--- config.mk ---
export PLATFORM = sky130hd
export DESIGN_NAME = mem_access_stage
export DESIGN_NICKNAME = d
export VERILOG_FILES = /design/src/rtl/mem_stage_pkg.sv /design/src/rtl/load_formatter.sv /design/src/rtl/mem_access_stage.sv
export SDC_FILE = /design/constraint.sdc
export NUM_CORES = 1
export LEC_CHECK = 0
export BUFFER_PORTS_ARGS = -buffer_cell sky130_fd_sc_hd__buf_2
export CAP_MARGIN = 20
export CORE_UTILIZATION = 30
export DETAILED_ROUTE_END_ITERATION = 8
export PLACE_DENSITY = 0.66
export SYNTH_ARGS = -nofsm -noshare
export SYNTH_HDL_FRONTEND = slang
export SYNTH_SLANG_ARGS = --single-unit
--- constraint.sdc ---
create_clock -name clock -period 1.6 [get_ports clock]
set_clock_uncertainty 0.2 [all_clocks]
set_input_delay 0.08 -clock clock [delete_from_list [all_inputs] [get_ports clock]]
set_output_delay 0.08 -clock clock [all_outputs]
set_load 0.05 [all_outputs]
--- src/rtl/mem_stage_pkg.sv ---
// rtl/mem_stage_pkg.sv - shared types and byte-lane helpers for the MEM stage
package mem_stage_pkg;

   typedef enum logic [1:0] {
      BYTE = 2'b00,
      HALF = 2'b01,
      WORD = 2'b10,
      RSVD = 2'b11
   } mem_size_t;

   typedef enum logic {
      IDLE = 1'b0,
      WAIT = 1'b1
   } mem_state_t;

   function automatic logic [3:0] byte_enable(input mem_size_t size, input logic [1:0] addr_lo);
      case (size)
         BYTE:    byte_enable = 4'b0001 << addr_lo;
         HALF:    byte_enable = addr_lo[1] ? 4'b1100 : 4'b0011;
         WORD:    byte_enable = 4'b1111;
         default: byte_enable = 4'b0000;
      endcase
   endfunction

   // Reserved size is always treated as misaligned so it never reaches the bus.
   function automatic logic is_misaligned(input mem_size_t size, input logic [1:0] addr_lo);
      case (size)
         BYTE:    is_misaligned = 1'b0;
         HALF:    is_misaligned = addr_lo[0];
         WORD:    is_misaligned = (addr_lo != 2'b00);
         default: is_misaligned = 1'b1;
      endcase
   endfunction

   function automatic logic [31:0] lane_replicate(input mem_size_t size, input logic [31:0] data);
      case (size)
         BYTE:    lane_replicate = {4{data[7:0]}};
         HALF:    lane_replicate = {2{data[15:0]}};
         default: lane_replicate = data;
      endcase
   endfunction

endpackage

--- src/rtl/load_formatter.sv ---
// rtl/load_formatter.sv - little-endian lane select and sign/zero extension of load data
module load_formatter
   import mem_stage_pkg::*;
(
   input  logic [31:0] rdata,
   input  logic [1:0]  addr_lo,
   input  mem_size_t   size,
   input  logic        unsignedLoad,
   output logic [31:0] data
);

   logic [7:0]  byteLane;
   logic [15:0] halfLane;

   always_comb begin
      case (addr_lo)
         2'd0:    byteLane = rdata[7:0];
         2'd1:    byteLane = rdata[15:8];
         2'd2:    byteLane = rdata[23:16];
         default: byteLane = rdata[31:24];
      endcase
      halfLane = addr_lo[1] ? rdata[31:16] : rdata[15:0];
   end

   always_comb begin
      case (size)
         BYTE:    data = {{24{byteLane[7] & ~unsignedLoad}}, byteLane};
         HALF:    data = {{16{halfLane[15] & ~unsignedLoad}}, halfLane};
         default: data = rdata;
      endcase
   end

endmodule

--- src/rtl/mem_access_stage.sv ---
// rtl/mem_access_stage.sv - MEM pipeline stage with req/ack data-memory port and timeout
module mem_access_stage
   import mem_stage_pkg::*;
#(
   parameter int ADDR_WIDTH     = 8,
   parameter int TIMEOUT_CYCLES = 16
)
(
   input  logic                  clock,
   input  logic                  reset,
   input  logic                  in_valid,
   output logic                  in_ready,
   input  logic [31:0]           alu_result,
   input  logic [31:0]           store_data,
   input  logic                  mem_read,
   input  logic                  mem_write,
   input  logic [1:0]            mem_size,
   input  logic                  load_unsigned,
   input  logic [4:0]            dest_reg,
   input  logic                  reg_write,
   output logic                  dmem_req,
   output logic                  dmem_we,
   output logic [ADDR_WIDTH-1:0] dmem_addr,
   output logic [3:0]            dmem_be,
   output logic [31:0]           dmem_wdata,
   input  logic                  dmem_ack,
   input  logic [31:0]           dmem_rdata,
   output logic                  out_valid,
   output logic [31:0]           out_data,
   output logic [4:0]            out_dest_reg,
   output logic                  out_reg_write,
   output logic                  misaligned,
   output logic                  bus_error
);

   localparam int CNT_W = $clog2(TIMEOUT_CYCLES + 1);
   localparam logic [CNT_W-1:0] LAST_WAIT = CNT_W'(TIMEOUT_CYCLES - 1);

   mem_state_t state, nextState;

   logic                  accept;
   logic                  isMemOp;
   logic                  badAlign;
   logic                  startReq;
   logic                  timeoutHit;
   logic [CNT_W-1:0]      waitCount;
   logic [ADDR_WIDTH+1:0] reqAddr;
   logic                  reqWe;
   logic                  reqIsLoad;
   logic                  reqUnsigned;
   logic                  reqRegWrite;
   logic [4:0]            reqDest;
   mem_size_t             reqSize;
   logic [3:0]            reqBe;
   logic [31:0]           reqWdata;
   logic [31:0]           loadData;

   assign accept     = in_valid && in_ready;
   assign isMemOp    = mem_read || mem_write;
   assign badAlign   = is_misaligned(mem_size_t'(mem_size), alu_result[1:0]);
   assign startReq   = accept && isMemOp && !badAlign;
   assign timeoutHit = (waitCount == LAST_WAIT);

   always_ff @(posedge clock or negedge reset) begin
      if (!reset) state <= IDLE;
      else        state <= nextState;
   end

   always_comb begin
      nextState = state;
      case (state)
         IDLE:    if (startReq) nextState = WAIT;
         WAIT:    if (dmem_ack || timeoutHit) nextState = IDLE;
         default: nextState = IDLE;
      endcase
   end

   always_comb begin
      in_ready = (state == IDLE);
      dmem_req = (state == WAIT);
      dmem_we  = (state == WAIT) && reqWe;
   end

   // Request fields are captured once so the bus stays stable for the whole WAIT.
   always_ff @(posedge clock or negedge reset) begin
      if (!reset) begin
         reqAddr     <= '0;
         reqWe       <= 1'b0;
         reqIsLoad   <= 1'b0;
         reqUnsigned <= 1'b0;
         reqRegWrite <= 1'b0;
         reqDest     <= '0;
         reqSize     <= BYTE;
         reqBe       <= '0;
         reqWdata    <= '0;
      end else if (startReq) begin
         reqAddr     <= alu_result[ADDR_WIDTH+1:0];
         reqWe       <= mem_write;
         reqIsLoad   <= mem_read && !mem_write;
         reqUnsigned <= load_unsigned;
         reqRegWrite <= reg_write;
         reqDest     <= dest_reg;
         reqSize     <= mem_size_t'(mem_size);
         reqBe       <= byte_enable(mem_size_t'(mem_size), alu_result[1:0]);
         reqWdata    <= lane_replicate(mem_size_t'(mem_size), store_data);
      end
   end

   always_ff @(posedge clock or negedge reset) begin
      if (!reset)                waitCount <= '0;
      else if (state == IDLE)    waitCount <= '0;
      else if (!dmem_ack)        waitCount <= waitCount + CNT_W'(1);
   end

   assign dmem_addr  = reqAddr[ADDR_WIDTH+1:2];
   assign dmem_be    = reqBe;
   assign dmem_wdata = reqWdata;

   load_formatter u_load_formatter (
      .rdata        (dmem_rdata),
      .addr_lo      (reqAddr[1:0]),
      .size         (reqSize),
      .unsignedLoad (reqUnsigned),
      .data         (loadData)
   );

   // MEM/WB register; the three pulses are exclusive because each arm sets at most one.
   always_ff @(posedge clock or negedge reset) begin
      if (!reset) begin
         out_valid     <= 1'b0;
         out_data      <= '0;
         out_dest_reg  <= '0;
         out_reg_write <= 1'b0;
         misaligned    <= 1'b0;
         bus_error     <= 1'b0;
      end else begin
         out_valid  <= 1'b0;
         misaligned <= 1'b0;
         bus_error  <= 1'b0;
         if (accept) begin
            if (!isMemOp) begin
               out_valid     <= 1'b1;
               out_data      <= alu_result;
               out_dest_reg  <= dest_reg;
               out_reg_write <= reg_write;
            end else if (badAlign) begin
               misaligned <= 1'b1;
            end
         end else if (state == WAIT) begin
            if (dmem_ack) begin
               out_valid     <= 1'b1;
               out_dest_reg  <= reqDest;
               out_data      <= reqIsLoad ? loadData : 32'h0;
               out_reg_write <= reqIsLoad && reqRegWrite;
            end else if (timeoutHit) begin
               bus_error <= 1'b1;
            end
         end
      end
   end

endmodule

== After elaboration in Yosys (flattened, before gate mapping) ==
Index checks and enable logic that the tools add are counted.
Widths: inputs -> output; s select.
Word-level totals
  word-level logic and storage cells: 84
  bits in registers: 104
  input bits: 111
Cells by class
  $add $sub $neg: 1
  muxes and demuxes: 36
  bitwise gates (word level): 4
  reduce and logical (&&, ||, !) cells: 17
  shift-type cells: 1
  eq/ne operators: 8
Operator list (number)
  $mux 32: 5
  $pmux 32 s2: 2
  $mux 5: 6
  $pmux 8 s3: 1
  $mux 1: 17
  $mux 16: 1
  $pmux 4 s3: 1
  $eq 2x1->1 const B: 3
  $logic_and 1x1->1: 6
  $logic_not 2->1: 3
  $reduce_bool 2->1: 3
  $add 5x1->5 const B: 1
  $eq 5x4->1 const B: 1
  $eq 2x2->1 const B: 2
  $mux 4: 1
  $ne 2x2->1 const B: 2
  $shl 1x2->4 const A: 1
  $pmux 1 s3: 1
  $reduce_and 3->1: 1
  $and 1x1->1: 2
  $logic_not 1->1: 2
  $logic_or 1x1->1: 2
  $not 1->1: 2
  $pmux 1 s2: 1

== Logic depth before layout (Yosys ltp) ==
  word-level depth: 8
  depth in mapped cells: 8
  mapped depth without buffers: 6

== Hierarchy ==
A second synthesis with hierarchy kept.
Unflattened totals
  cells, all modules: 548
  area total of the unflattened synthesis: 6228.5 µm²
Modules (own cells, without submodules)
  mem_access_stage: times used 1, cells an instance 433, area each 5382.7 µm²
  load_formatter: times used 1, cells an instance 115, area each 845.8 µm²

== Worst setup path after synthesis ==
No wires, ideal clock.
  path type: register to register
  start: register state (netlist: dmem_req)
  end: register out_data[28]
  stages on the path, launching flop included: 9
  setup time: 125 ps
  required time: 1275 ps
  slack: -533 ps
  data arrival time: 1808 ps
  path through: dfrtp_1 buf_2 nor2b_4 a22oi_2 inv_2 buf_2 buf_2 nor2_1 o21ai_2
On the way
  word-level cells in the longest chain between the ends: 4
Ends and longest elaborated chain
  from (decl): line mem_access_stage.sv:39  | mem_state_t state, nextState;
  from (signal assigned): line mem_access_stage.sv:66  | else state <= nextState;
  $not 1->1
  $logic_and 1x1->1: line mem_access_stage.sv:58  | assign accept = in_valid && in_ready;
  $ne 2x2->1 (no line) or $reduce_bool 2->1 (tied branches)
  $reduce_and 3->1 (no line)
  to (signal assigned): line mem_access_stage.sv:143  | out_data <= alu_result;
  to (signal assigned): line mem_access_stage.sv:153  | out_data <= reqIsLoad ? loadData : 32'h0;
  to (decl): line mem_access_stage.sv:29  | output logic [31:0] out_data,
Parallel ways exist; a longest one is shown, timed or not.
A chain may end at the register's enable or synchronous reset.

== Worst setup path after layout ==
  start: register reqAddr[0]
  end: register out_data[12]
On the way
  word-level cells in the longest chain between the ends: 8
Ends and longest elaborated chain
  from (decl): line mem_access_stage.sv:47  | logic [ADDR_WIDTH+1:0] reqAddr;
  from (signal assigned): line mem_access_stage.sv:97  | reqAddr <= alu_result[ADDR_WIDTH+1:0];
  $eq 2x2->1, or another cell as far along: line load_formatter.sv:16  | case (addr_lo)
  $pmux 8 s3 *: line load_formatter.sv:16
  $and 1x1->1 *: line load_formatter.sv:27  | BYTE: data = {{24{byteLane[7] & ~unsignedLoad}}, byteLane};
  $pmux 32 s2 *: line load_formatter.sv:26  | case (size)
  $mux 32 *: line mem_access_stage.sv:153
  $mux 32 *: line mem_access_stage.sv:150  | if (dmem_ack) begin
  $mux 32 *: line mem_access_stage.sv:149  | end else if (state == WAIT) begin
  $mux 32 *: line mem_access_stage.sv:140  | if (accept) begin
Every way passes the cells marked *; elsewhere a longest branch is shown, timed or not. The select of a mux whose other input is x is not followed.

==> run summary <==
status - complete, but fails checks
failing checks - hold timing, setup timing
async set-reset flop share out of synthesis - 1.000
Syn Nets - 592
hold bufs inserted after CTS - 99
final worst slack - -264.3 ps
Ys Warns - 0
Worst setup SP type - flip-flop
Die Wd - 136.2 µm
final worst path period need - 1864 ps
Synth area leader - dfrtp_1
area grow syn2layout - 68.48%
Seq/Total Area, Yosys - 0.4820
Crit Path Category - flip-flop to flip-flop
wire per inst - 18.64 µm
Remaining DRCs - 0
combinational share of power - 0.515
CP Capture Type - flip-flop
clock root buffer - clkbuf_16
Synth top area share - 0.4820
Total GRT Usage - 0.2080
input/output buffers - 198
Final Max Tran Viols - 0
post-synthesis cell type count - 52
CTS tree - done
unrepaired setup endpoints after global routing - true
syn avg cell area - 11.27 µm²
DR vias/cell - 5.055
Main synth FF type - dfrtp_1
Hold Path Depth - 4
clk_lat worst skew - 350 ps
gr ovfl total - 0
final WL - 19580 µm
worst hold start - mem_read
drt initial violations - 206
clock power share - 0.185
clk slew on worst S/H paths - 70 ps
Layout Utilization - 0.5223
Max rail drop VDD - 0.8944 mV
HP Class - input pin to flip-flop
Worst Hold End - misaligned
Crit Path Max Fanout - 6
fin cells - 1050
dpl cells - 914
core box area - 17420 µm²
Critical Path AT - 1900 ps
layout cells sized above 1 - 0.5479
largest net degree at the start of global routing - 31
Required @ worst endpoint - 1640 ps
Hold WS - -46.29 ps
actual slew at the worst max-slew pin - 372.0 ps
Sw Share - 0.4499
cell with the most instances after synthesis - dfrtp_1
reg2reg end - out_data[12]
first drt pass iteration count - 4
Rel. slew slack - 0.7520
DRT antenna net count - 0
Final setup viols - 94
power per cell area - 1451 nW/µm²
Synth Cell Area - 5399 µm²
Rows - 48
initial antenna violation count - 1
fin nets - 933
CTS Buffer Depth - 2
vias in the first global route - 5618
effective utilization at floorplan - 0.3100
largest cells by area after synthesis - dfrtp_1 (48%), mux2_2 (13%), mux2_4 (4.7%)
final hold violation count - 11
# clock sinks - 104
antenna diode count - 0
Syn Inst Count - 479
flop2flop setup slack - -260 ps
Die Area - 18540 µm²
H-tree levels - 3
sequential share of power - 0.299
FF-to-FF Start - reqAddr[0]
Synth top cells by count - dfrtp_1 (104), mux2_2 (64), nor2_1 (41), a21oi_1 (32), o21ai_0 (23)
Switch Pwr - 5.939 mW
total CTS buffers - 9
final estimated routing congestion in global placement - 0.8439
Power Internal - 7.261 mW
height of the chip - 136.2 µm
routed vias - 5308
register bit count reported by yosys - 104
# IOs - 199
worst slack, placed - -303.6 ps
Critical path origin - reqAddr[0]
Setup TNS Final - -16050 ps
Pleak - 4.291 nW
worst reg2reg path depth - 5
first-pass GRT wire length - 29240 µm
Max Cap Viol - 0
Post-synth EDFFs - 0
Fmax - 536.4 MHz
HPWL Detailed - 12560 µm
Final Cycle Share - 1.165
-- stage by stage --
step / cell area, µm² / total power, mW
final: 9096 / 13.20
after CTS: 8771 / 12.88
after global routing: 9096 / 13.76
after global placement: 7009 / 9.744
after detailed placement: 7009 / 9.811
after floorplan: 5480 / 8.148
-- per-layer routing --
| layer | global-route usage | wire length [µm] | share of wire |
|---|---|---|---|
| met5 | 0 | 13 | 0.00066 |
| met3 | 0.05779 | 1497 | 0.076 |
| met4 | 0.06667 | 463 | 0.024 |
| met2 | 0.3723 | 9950 | 0.51 |
| met1 | 0.2372 | 7651 | 0.39 |
-- layout make-up --
cell class | count | area, µm²
clock inverters | 7 | 95.09
well taps | 225 | 281.5
clock buffers | 9 | 225.2
multi-input cells | 318 | 2850
repair buffers | 372 | 2960
flip-flops and latches | 104 | 2608
repair inverters | 1 | 7.507
inverters | 14 | 68.82
fillers | 1458 | 8320
-- timing repair --
| item | 4_1_cts | 5_1_grt |
|---|---|---|
| pin swaps | 24 | 9 |
| resized for setup | 62 | 51 |
| endpoints found under the setup margin | 95 | 98 |
| buffers inserted | 4 | 9 |
| hold endpoints to repair | 196 | 1 |
| cloned | 8 | 1 |
-- cell families (layout without fill, tap and decap cells) --
kind of cell,after synthesis,after routing,share of synthesized area
xor gates and xnor gates,3,3,0.004868
and+or+nand+nor,98,98,0.08969
buffers and inverters,57,403,0.05516
DFF,104,104,0.4820
AOI/OAI and AO/OA,122,122,0.1606
adders and majority gates,2,2,0.004634
muxes,93,93,0.2030
-- critical path, stage by stage (launching register included) --
cell and delay [ps]:
dfrtp_2 450, mux2_4 330, a22oi_4 270, buf_6 150, o21ai_1 60, a221o_1 300
-- worst max-delay path by stage --
stage                        end  slack (ps)  cells past startpoint
detailed placement   out_data[8]        -300                      5
finish              out_data[12]        -260                      5
floorplan             reqAddr[9]        -380                      7
global placement    out_data[12]        -270                      5
CTS                 out_data[12]        -240                      5
global route        out_data[12]        -320                      5
-- power groups by stage --
stage | Combinational, mW | Sequential (mW) | Clock, mW
6_report | 6.80 | 3.95 | 2.45
5_1_grt | 7.12 | 4.04 | 2.59
4_1_cts | 6.44 | 3.92 | 2.52
3_5_place_dp | 5.88 | 3.93 | 0
3_3_place_gp | 5.83 | 3.91 | 0
2_1_floorplan | 2.04 | 6.11 | 0
-- layout by cell type, fill, tap and decap left out, types with 5 or more instances in the layout --
cell type,count
a221oi_2,9
mux2_4,22
o21ai_2,15
a221o_1,8
inv_1,9
clkbuf_16,10
buf_4,41
a21oi_1,28
buf_16,5
buf_6,12
mux2_2,59
o21ai_1,8
buf_2,195
and3_1,9
o21ai_0,11
nor2_2,12
mux2i_1,12
buf_12,17
nor2_1,25
nand2_1,22
a221oi_1,7
dfrtp_1,100
dlygate4sd3_1,99
No activity file was read; power rests on OpenSTA's default activity.
